$ cat config.mk
export PLATFORM = sky130hd
export DESIGN_NAME = lfsr_agu_burst
export DESIGN_NICKNAME = d
export VERILOG_FILES = /design/src/rtl/lfsr_agu_burst.sv
export SDC_FILE = /design/constraint.sdc
export NUM_CORES = 1
export LEC_CHECK = 0
export CAP_MARGIN = 20
export CORE_UTILIZATION = 38
export CTS_CLUSTER_SIZE = 30
export DETAILED_ROUTE_END_ITERATION = 7
export SYNTH_ARGS = -nofsm -noshare
export SYNTH_HDL_FRONTEND = slang
export SYNTH_SLANG_ARGS = --single-unit
export TNS_END_PERCENT = 50
$ cat constraint.sdc
create_clock -name clk -period 6.35 [get_ports clk]
set_input_delay 0.635 -clock clk [delete_from_list [all_inputs] [get_ports clk]]
set_output_delay 0.635 -clock clk [all_outputs]
set_load 0.01 [all_outputs]
$ cat src/rtl/lfsr_agu_burst.sv
// Burst address generator driven by a Fibonacci LFSR with configurable width and taps.
// Supports parallel/serial seeding, valid/ready bursts, period-wrap detection and all-zero lock-up recovery.
module lfsr_agu_burst #(
  parameter int               WIDTH        = 14,
  parameter logic [WIDTH-1:0] TAPS         = 14'h3802,
  parameter logic [WIDTH-1:0] SEED_DEFAULT = WIDTH'(1),
  parameter int               LEN_W        = 16
) (
  input  logic             clk,
  input  logic             rst,
  input  logic             seed_load,
  input  logic [WIDTH-1:0] seed_in,
  input  logic             ser_en,
  input  logic             ser_in,
  input  logic             start,
  input  logic [LEN_W-1:0] burst_len,
  input  logic             addr_ready,
  output logic             addr_valid,
  output logic [WIDTH-1:0] addr,
  output logic             addr_last,
  output logic             busy,
  output logic             done,
  output logic             wrap,
  output logic             lockup_err
);

  typedef enum logic {S_IDLE = 1'b0, S_RUN = 1'b1} state_t;

  state_t           r_fsm;
  logic [WIDTH-1:0] r_state;
  logic [WIDTH-1:0] r_seed;
  logic [LEN_W-1:0] r_rem;
  logic             r_done;
  logic             r_wrap;
  logic             r_lock;

  state_t           w_fsm_n;
  logic [WIDTH-1:0] w_state_n;
  logic [WIDTH-1:0] w_seed_n;
  logic [LEN_W-1:0] w_rem_n;
  logic             w_done_n;
  logic             w_wrap_n;
  logic             w_lock_n;
  logic             w_fb;
  logic [WIDTH-1:0] w_adv;
  logic [WIDTH-1:0] w_ser;

  // bit0 is stage 1; new feedback enters at the bottom as the register shifts up
  assign w_fb  = ^(r_state & TAPS);
  assign w_adv = {r_state[WIDTH-2:0], w_fb};
  assign w_ser = {r_state[WIDTH-2:0], ser_in};

  always_comb begin
    w_fsm_n   = r_fsm;
    w_state_n = r_state;
    w_seed_n  = r_seed;
    w_rem_n   = r_rem;
    w_done_n  = 1'b0;
    w_wrap_n  = 1'b0;
    w_lock_n  = r_lock;
    case (r_fsm)
      S_IDLE: begin
        if (seed_load) begin
          if (seed_in != '0) begin
            w_state_n = seed_in;
            w_seed_n  = seed_in;
            w_lock_n  = 1'b0;
          end else begin
            w_state_n = SEED_DEFAULT;
            w_seed_n  = SEED_DEFAULT;
            w_lock_n  = 1'b1;
          end
        end else if (ser_en) begin
          w_state_n = w_ser;
          w_seed_n  = w_ser;
        end else if (start) begin
          if (r_state == '0) begin
            // a zero state would lock the LFSR forever: recover and refuse the burst
            w_state_n = SEED_DEFAULT;
            w_seed_n  = SEED_DEFAULT;
            w_lock_n  = 1'b1;
            w_done_n  = 1'b1;
          end else if (burst_len == '0) begin
            w_done_n  = 1'b1;
          end else begin
            w_rem_n   = burst_len;
            w_fsm_n   = S_RUN;
          end
        end
      end
      S_RUN: begin
        if (addr_ready) begin
          w_state_n = w_adv;
          w_rem_n   = r_rem - LEN_W'(1);
          w_wrap_n  = (w_adv == r_seed);
          if (r_rem == LEN_W'(1)) begin
            w_fsm_n  = S_IDLE;
            w_done_n = 1'b1;
          end
        end
      end
      default: w_fsm_n = S_IDLE;
    endcase
  end

  always_ff @(posedge clk or posedge rst) begin
    if (rst) begin
      r_fsm   <= S_IDLE;
      r_state <= SEED_DEFAULT;
      r_seed  <= SEED_DEFAULT;
      r_rem   <= '0;
      r_done  <= 1'b0;
      r_wrap  <= 1'b0;
      r_lock  <= 1'b0;
    end else begin
      r_fsm   <= w_fsm_n;
      r_state <= w_state_n;
      r_seed  <= w_seed_n;
      r_rem   <= w_rem_n;
      r_done  <= w_done_n;
      r_wrap  <= w_wrap_n;
      r_lock  <= w_lock_n;
    end
  end

  assign addr       = r_state;
  assign addr_valid = (r_fsm == S_RUN);
  assign busy       = (r_fsm == S_RUN);
  assign addr_last  = (r_fsm == S_RUN) && (r_rem == LEN_W'(1));
  assign done       = r_done;
  assign wrap       = r_wrap;
  assign lockup_err = r_lock;

endmodule
Word-level counts from Yosys, hierarchy flattened
Index checks and enable logic that the tools add are counted.
{ "totals": {"ff_bits": 48, "input_bits": 37} }
{ "op_classes": {"addsub": 1, "eq_ne": 11, "mux": 37, "bitwise": 1, "n_reduce_logical": 13} }
{ "ops": {"columns": ["operator", "count"], "rows": [
  ["$mux W16", 6],
  ["$mux W14", 6],
  ["$pmux W16 S2", 1],
  ["$pmux W14 S2", 1],
  ["$mux W1", 21],
  ["$eq A16 B1 Y1 const B", 1],
  ["$logic_not A16 Y1", 1],
  ["$sub A16 B1 Y16 const B", 1],
  ["$eq A14 B14 Y1", 1],
  ["$logic_not A14 Y1", 1],
  ["$ne A2 B2 Y1 const B", 7],
  ["$reduce_bool A14 Y1", 1],
  ["$reduce_xor A14 Y1", 1],
  ["$ne A4 B4 Y1 const B", 2],
  ["$reduce_and A3 Y1", 2],
  ["$reduce_and A6 Y1", 1],
  ["$reduce_bool A3 Y1", 2],
  ["$pmux W1 S2", 2],
  ["$reduce_and A4 Y1", 1],
  ["$reduce_bool A2 Y1", 2],
  ["$logic_and A1 B1 Y1", 1],
  ["$not A1 Y1", 1]
]} }

Longest topological paths before layout
Gate-level depths: netlist of the first run.
{ "logic_depth": {"depth_word": 7, "mapped_depth": 9, "ltp_nobuf": 7} }

Worst setup path before layout of the first run
OpenSTA, ideal clock, no wires.
{ "synth_timing": {"path_type": "register to output", "start": "reg r_rem[10]", "end": "out addr_last", "t_arrival_ns": 1.781, "required_time_ns": 5.715, "path_slack_ns": 3.934, "path_stages_with_launch": 5, "path_cell_list": "dfrtp_1 or4_4 or3_4 nor4_2 and2_1"} }
{ "synth_between": {"elab_chain_cells": 2} }
{ "synth_lines": {"columns": ["item", "line", "text"], "rows": [
  ["from (decl)", "32", "logic [LEN_W-1:0] r_rem;"],
  ["from (signal assigned)", "119", "r_rem <= w_rem_n;"],
  ["$eq A16 B1 Y1", "129", "assign addr_last = (r_fsm == S_RUN) && (r_rem == LEN_W'(1));"],
  ["$logic_and A1 B1 Y1", "129", null],
  ["to (decl)", "20", "output logic addr_last,"]
]} }
No other way between the ends.

Worst setup path in the final report of the first run
Ends and elaborated chain as after synthesis.

==> impl_metrics.json, run 1 <==
{
  "routabilityCongestion": 0.778,
  "diodes": 0,
  "start_kind": "flip-flop",
  "synth_top_area_cell": "dfrtp_1",
  "synth_area_sq_mm": 0.00305,
  "critical_path.max_fanout": 5,
  "cp_top_family": "simple AND/OR/NAND/NOR gates",
  "pin_count": 57,
  "rr_endpoint": "r_rem[2]",
  "fin_crit_ns": 3.44,
  "timing.rr.start": "addr_valid",
  "vias_per_cell": 5.76,
  "r2r_slack_ns": 3.59,
  "netSwitchingPower_w": 0.000386,
  "critPathKind": "reg -> out",
  "ys_ff_latch": 48,
  "avgSynthCellArea_sq_um": 10.3,
  "root_buffer": "clkbuf_8",
  "die_w_um": 91.6,
  "drtIter0Drc": 94,
  "dp_hpwl_um": 5770,
  "cp_slowest_cell": "or4_4",
  "pwr-share-clk": 0.168,
  "wl_per_cell_um": 18.3,
  "final_cell_area_sq_mm": 0.00377,
  "path_clk_slew_ns": 0.09,
  "required_ns": 5.71,
  "synthTopCellsByArea": "dfrtp_1 38%, mux2_2 7.0%, a22o_1 6.6%, mux2i_1 4.3%, mux2_1 3.3%",
  "power.total_w": 0.00110,
  "gr-usage-all-layers": 0.197,
  "holdBufCountCts": 0,
  "max_freq_mhz": 291,
  "grt_setup_unrepaired": "no",
  "irDropWorstVdd_mv": 0.0913,
  "final_util": 0.488,
  "postRouteAntennaNets": 0,
  "powerDensity_mw_per_mm2": 293,
  "setup_viol": 0,
  "nets": 381,
  "synth_top_area_frac": 0.377,
  "drv_slew": 0,
  "crit_start": "r_rem[10]",
  "synth_cell_types": 63,
  "area_delta_synth_final_pct": 23.5,
  "syn_nets": 335,
  "slew_headroom": 0.395,
  "tightest_slew_ns": 0.907,
  "endpoint": "addr_last",
  "clock_sinks": 48,
  "netSwitchingFraction": 0.350,
  "clk_path_buf_depth": 2,
  "r2r_cells": 5,
  "port_buffers": 56,
  "antenna_found_initial": 0,
  "period_share": 0.542,
  "insertion_delay_ns": 0.30,
  "synth_top_flop_cell": "dfrtp_1",
  "synth_edf_count": 0,
  "vias": 2557,
  "fp.dieArea_sq_mm": 0.00839,
  "cp.depth": 5,
  "postCtsSetupBuffers": 0,
  "post-route-drc-count": 0,
  "grt_pass1_wl_um": 12900,
  "synth.most_common_cell": "dfrtp_1",
  "overflow": 0,
  "floorplan.initialDensity": 0.395,
  "grt_pass1_vias": 2482,
  "whs_ns": 0.518,
  "drive_above_1_share": 0.140,
  "yosys_warnings": 0,
  "crit_path_max_incr_delay_ns": 0.58,
  "htreeDepth": 2,
  "end_kind": "primary output",
  "critPathBufInv": 1,
  "cts_buffers": 5,
  "grt_max_degree": 49,
  "crit_chain": "or4_4, or3_4, nor4_2, and2_1, clkdlybuf4s50_1",
  "setup_tns_ns": 0,
  "post_dp_cell_area_sq_mm": 0.00366,
  "p_leak_nw": 1.52,
  "p_comb_frac": 0.400,
  "firstDrtPassIters": 4,
  "status": "finished clean",
  "synth_common_cells": "46 x dfrtp_1, 23 x a22o_1, 21 x nand2_1",
  "synthCells": 295,
  "cp.arrival_ns": 2.81,
  "holdCritPathClass": "reg -> reg",
  "drv_cap": 0,
  "cts.repair.resized": 0,
  "tritoncts": "built",
  "core_area_sq_mm": 0.00773,
  "routed_wl_um": 8130,
  "dieHeight_um": 91.6,
  "p_seq_frac": 0.432,
  "yosysSeqAreaShare": 0.394,
  "async_flop_share": 1.00,
  "finClkSkew_ns": 0.00476,
  "hold_viol": 0,
  "p_int_w": 0.000718,
  "rows": 32
}
metal layers:
metal	vias to the layer above	GRT usage	wire, um
met5	-	0	0
met4	0	0.0622	112
met3	10	0.0332	315
met2	61	0.338	4000
met1	1276	0.252	3700
li1	1210	-	-
cells by family (layout without fill, tap and decap cells):
group,Yosys count,in the layout,share of synthesized area
flip-flops,48,48,0.394
AND/OR/NAND/NOR,78,78,0.150
AO/OA/AOI/OAI,76,76,0.202
XOR/XNOR,16,16,0.0504
adder cells (fa/ha/maj),3,3,0.0123
multiplexers,41,41,0.146
buffers and inverters,33,80,0.0455
power by group through the flow:
stage                     Sequential (W)  Clock (W)  Combinational (W)
final                           0.000477   0.000186           0.000441
after global routing            0.000488   0.000204           0.000476
after CTS                       0.000476   0.000192           0.000443
after detailed placement        0.000483          0           0.000441
after global placement          0.000481          0           0.000436
after floorplan                 0.000471          0           0.000259
area by class of cell:
type,count,area (sq um)
fill,729,3960
multi-input combinational,214,1710
sequential,48,1200
timing repair buffer,58,588
tap,102,128
clock buffer,5,68.8
inverter,14,52.6
clock inverter,3,18.8
cell usage in the layout (no fill, tap or decap), drive strengths merged, types with 5 or more instances in the layout:
cell type	count
clkbuf	5
clkdlybuf4s50	56
mux2i	13
inv	14
a22oi	5
dfrtp	46
nor3	7
mux2	28
xnor2	11
o21ai	14
nor4	10
a22o	23
nor2	12
nand2	21
or4	7
sequential cells by signal (all words and copies together), names as in the netlist:
name / count
done: 1
addr: 14
lockup_err: 1
addr_valid: 1
wrap: 1
r_seed: 14
r_rem: 16
through the flow:
step	setup WS [ns]	cells
after floorplan	3.93	295
after CTS	2.94	443
after global routing	2.84	444
after global placement	3.15	435
after detailed placement	3.11	435
final	2.91	444
worst min-delay path by stage:
stage,start,endpoint,cells after the start
after floorplan,r_seed[4],r_seed[4],1
after global placement,r_seed[4],r_seed[4],1
after detailed placement,r_seed[3],r_seed[3],1
after CTS,r_seed[3],r_seed[3],1
after global routing,r_seed[2],r_seed[2],1
final,r_seed[3],r_seed[3],1
(Power assumes the default switching activity.)
==> run 2, diff against run 1 <==
==> constraint.sdc (replaced) <==
create_clock -name clk -period 3.3 [get_ports clk]
set_input_delay 0.33 -clock clk [delete_from_list [all_inputs] [get_ports clk]]
set_output_delay 0.33 -clock clk [all_outputs]
set_load 0.01 [all_outputs]
==> impl_metrics.json, run 2 (same netlist as run 1, synthesis figures left out) <==
{
  "crit_chain": "or4_4, or3_4, nor4_2, and2_1, clkdlybuf4s50_1",
  "rows": 32,
  "drv_cap": 0,
  "fp.dieArea_sq_mm": 0.00839,
  "final_cell_mix": "56 x clkdlybuf4s50_1, 46 x dfrtp_1, 23 x a22o_1",
  "irDropWorstVdd_mv": 0.182,
  "critical_path.max_fanout": 5,
  "pin_count": 57,
  "wl_per_cell_um": 18.6,
  "crit_path_max_incr_delay_ns": 0.59,
  "overflow": 0,
  "final_cell_area_sq_mm": 0.00382,
  "grt_pass1_vias": 2531,
  "setup_viol": 0,
  "path_clk_slew_ns": 0.09,
  "status": "finished clean",
  "start_kind": "flip-flop",
  "dieHeight_um": 91.6,
  "vias_per_cell": 5.77,
  "die_w_um": 91.6,
  "dp_slack_ns": 0.544,
  "fillers": 717,
  "routed_wl_um": 8330,
  "top_register": "r_rem",
  "diodes": 0,
  "holdCritPathClass": "in -> async",
  "antenna_found_initial": 0,
  "grt_setup_unrepaired": "no",
  "power.total_w": 0.00220,
  "cp.arrival_ns": 2.83,
  "required_ns": 2.97,
  "holdBufCountCts": 0,
  "grt_max_degree": 49,
  "period_share": 0.957,
  "insertion_delay_ns": 0.31,
  "post-route-drc-count": 0,
  "slew_headroom": 0.386,
  "fin_crit_ns": 3.16,
  "tritoncts": "built",
  "timing.final.ws_setup_ns": 0.141,
  "setup_tns_ns": 0,
  "routabilityCongestion": 0.799,
  "drv_slew": 0,
  "largest_register_ffs": 16,
  "postCtsSetupBuffers": 0,
  "dp_hpwl_um": 5850,
  "layout_commonest_cell": "clkdlybuf4s50_1",
  "clk_path_buf_depth": 2,
  "max_freq_mhz": 317,
  "powerDensity_mw_per_mm2": 576,
  "p_leak_nw": 1.55,
  "root_buffer": "clkbuf_8",
  "core_area_sq_mm": 0.00773,
  "grt_pass1_wl_um": 13500,
  "cp_slowest_cell": "or4_4",
  "critPathKind": "reg -> out",
  "port_buffers": 56,
  "firstDrtPassIters": 4,
  "hold_viol": 0,
  "end_kind": "primary output",
  "postRouteAntennaNets": 0,
  "gr-usage-all-layers": 0.208,
  "post_dp_cell_area_sq_mm": 0.00369,
  "drtIter0Drc": 91,
  "drive_above_1_share": 0.147,
  "critPathBufInv": 1,
  "clock_sinks": 48,
  "floorplan.initialDensity": 0.395,
  "area_delta_synth_final_pct": 25.1,
  "finClkSkew_ns": 0.0126,
  "cts.repair.resized": 0,
  "cp_top_family": "simple AND/OR/NAND/NOR gates",
  "cts_buffers": 5,
  "vias": 2586,
  "htreeDepth": 2,
  "tightest_slew_ns": 0.919,
  "nets": 385
}
==> run 2: layer usage <==
metal  up-vias  global-route usage  routed length [um]
met2        90               0.340                4080
met3         6              0.0381                 423
met1      1277               0.282                3760
met4         0              0.0569                  65
li1       1213                   -                   -
met5         -                   0                   0
==> run 2: final timing paths <==
check                      slack (ns)   endpoint      start  depth (start not counted)
min reg2reg                      0.51  r_seed[3]  r_seed[3]                          1
min in group clk                 0.51  r_seed[3]  r_seed[3]                          1
max reg2reg                      0.88   r_rem[2]   addr[12]                          7
max                              0.14  addr_last  r_rem[10]                          5
max in group asynchronous        2.43  r_seed[0]        rst                          3
min                              0.31    addr[1]        rst                          2
==> run 2: power breakdown <==
part           switching, W  internal [W]
logic              0.000329      0.000517
registers          0.000202      0.000717
clock network      0.000209      0.000225
==> run 2: stage by stage <==
stage | instances | hold slack (ns) | utilization
2_1_floorplan | 295 | 0.455 | -
3_3_place_gp | 439 | 0.488 | 0.478
3_5_place_dp | 439 | 0.496 | 0.478
4_1_cts | 447 | 0.518 | 0.492
5_1_grt | 448 | 0.331 | 0.494
6_report | 448 | 0.309 | 0.494
==> run 2: area by class of cell <==
type                    instances  area, sq um  share of cell area
repair buffers                 62          618               0.162
clock inverters                 2         35.0             0.00917
flip-flops and latches         48         1200               0.315
inverters                      14         52.6              0.0138
multi-input cells             214         1710               0.448
clock buffers                   6         72.6              0.0190
well taps                     102          128              0.0334
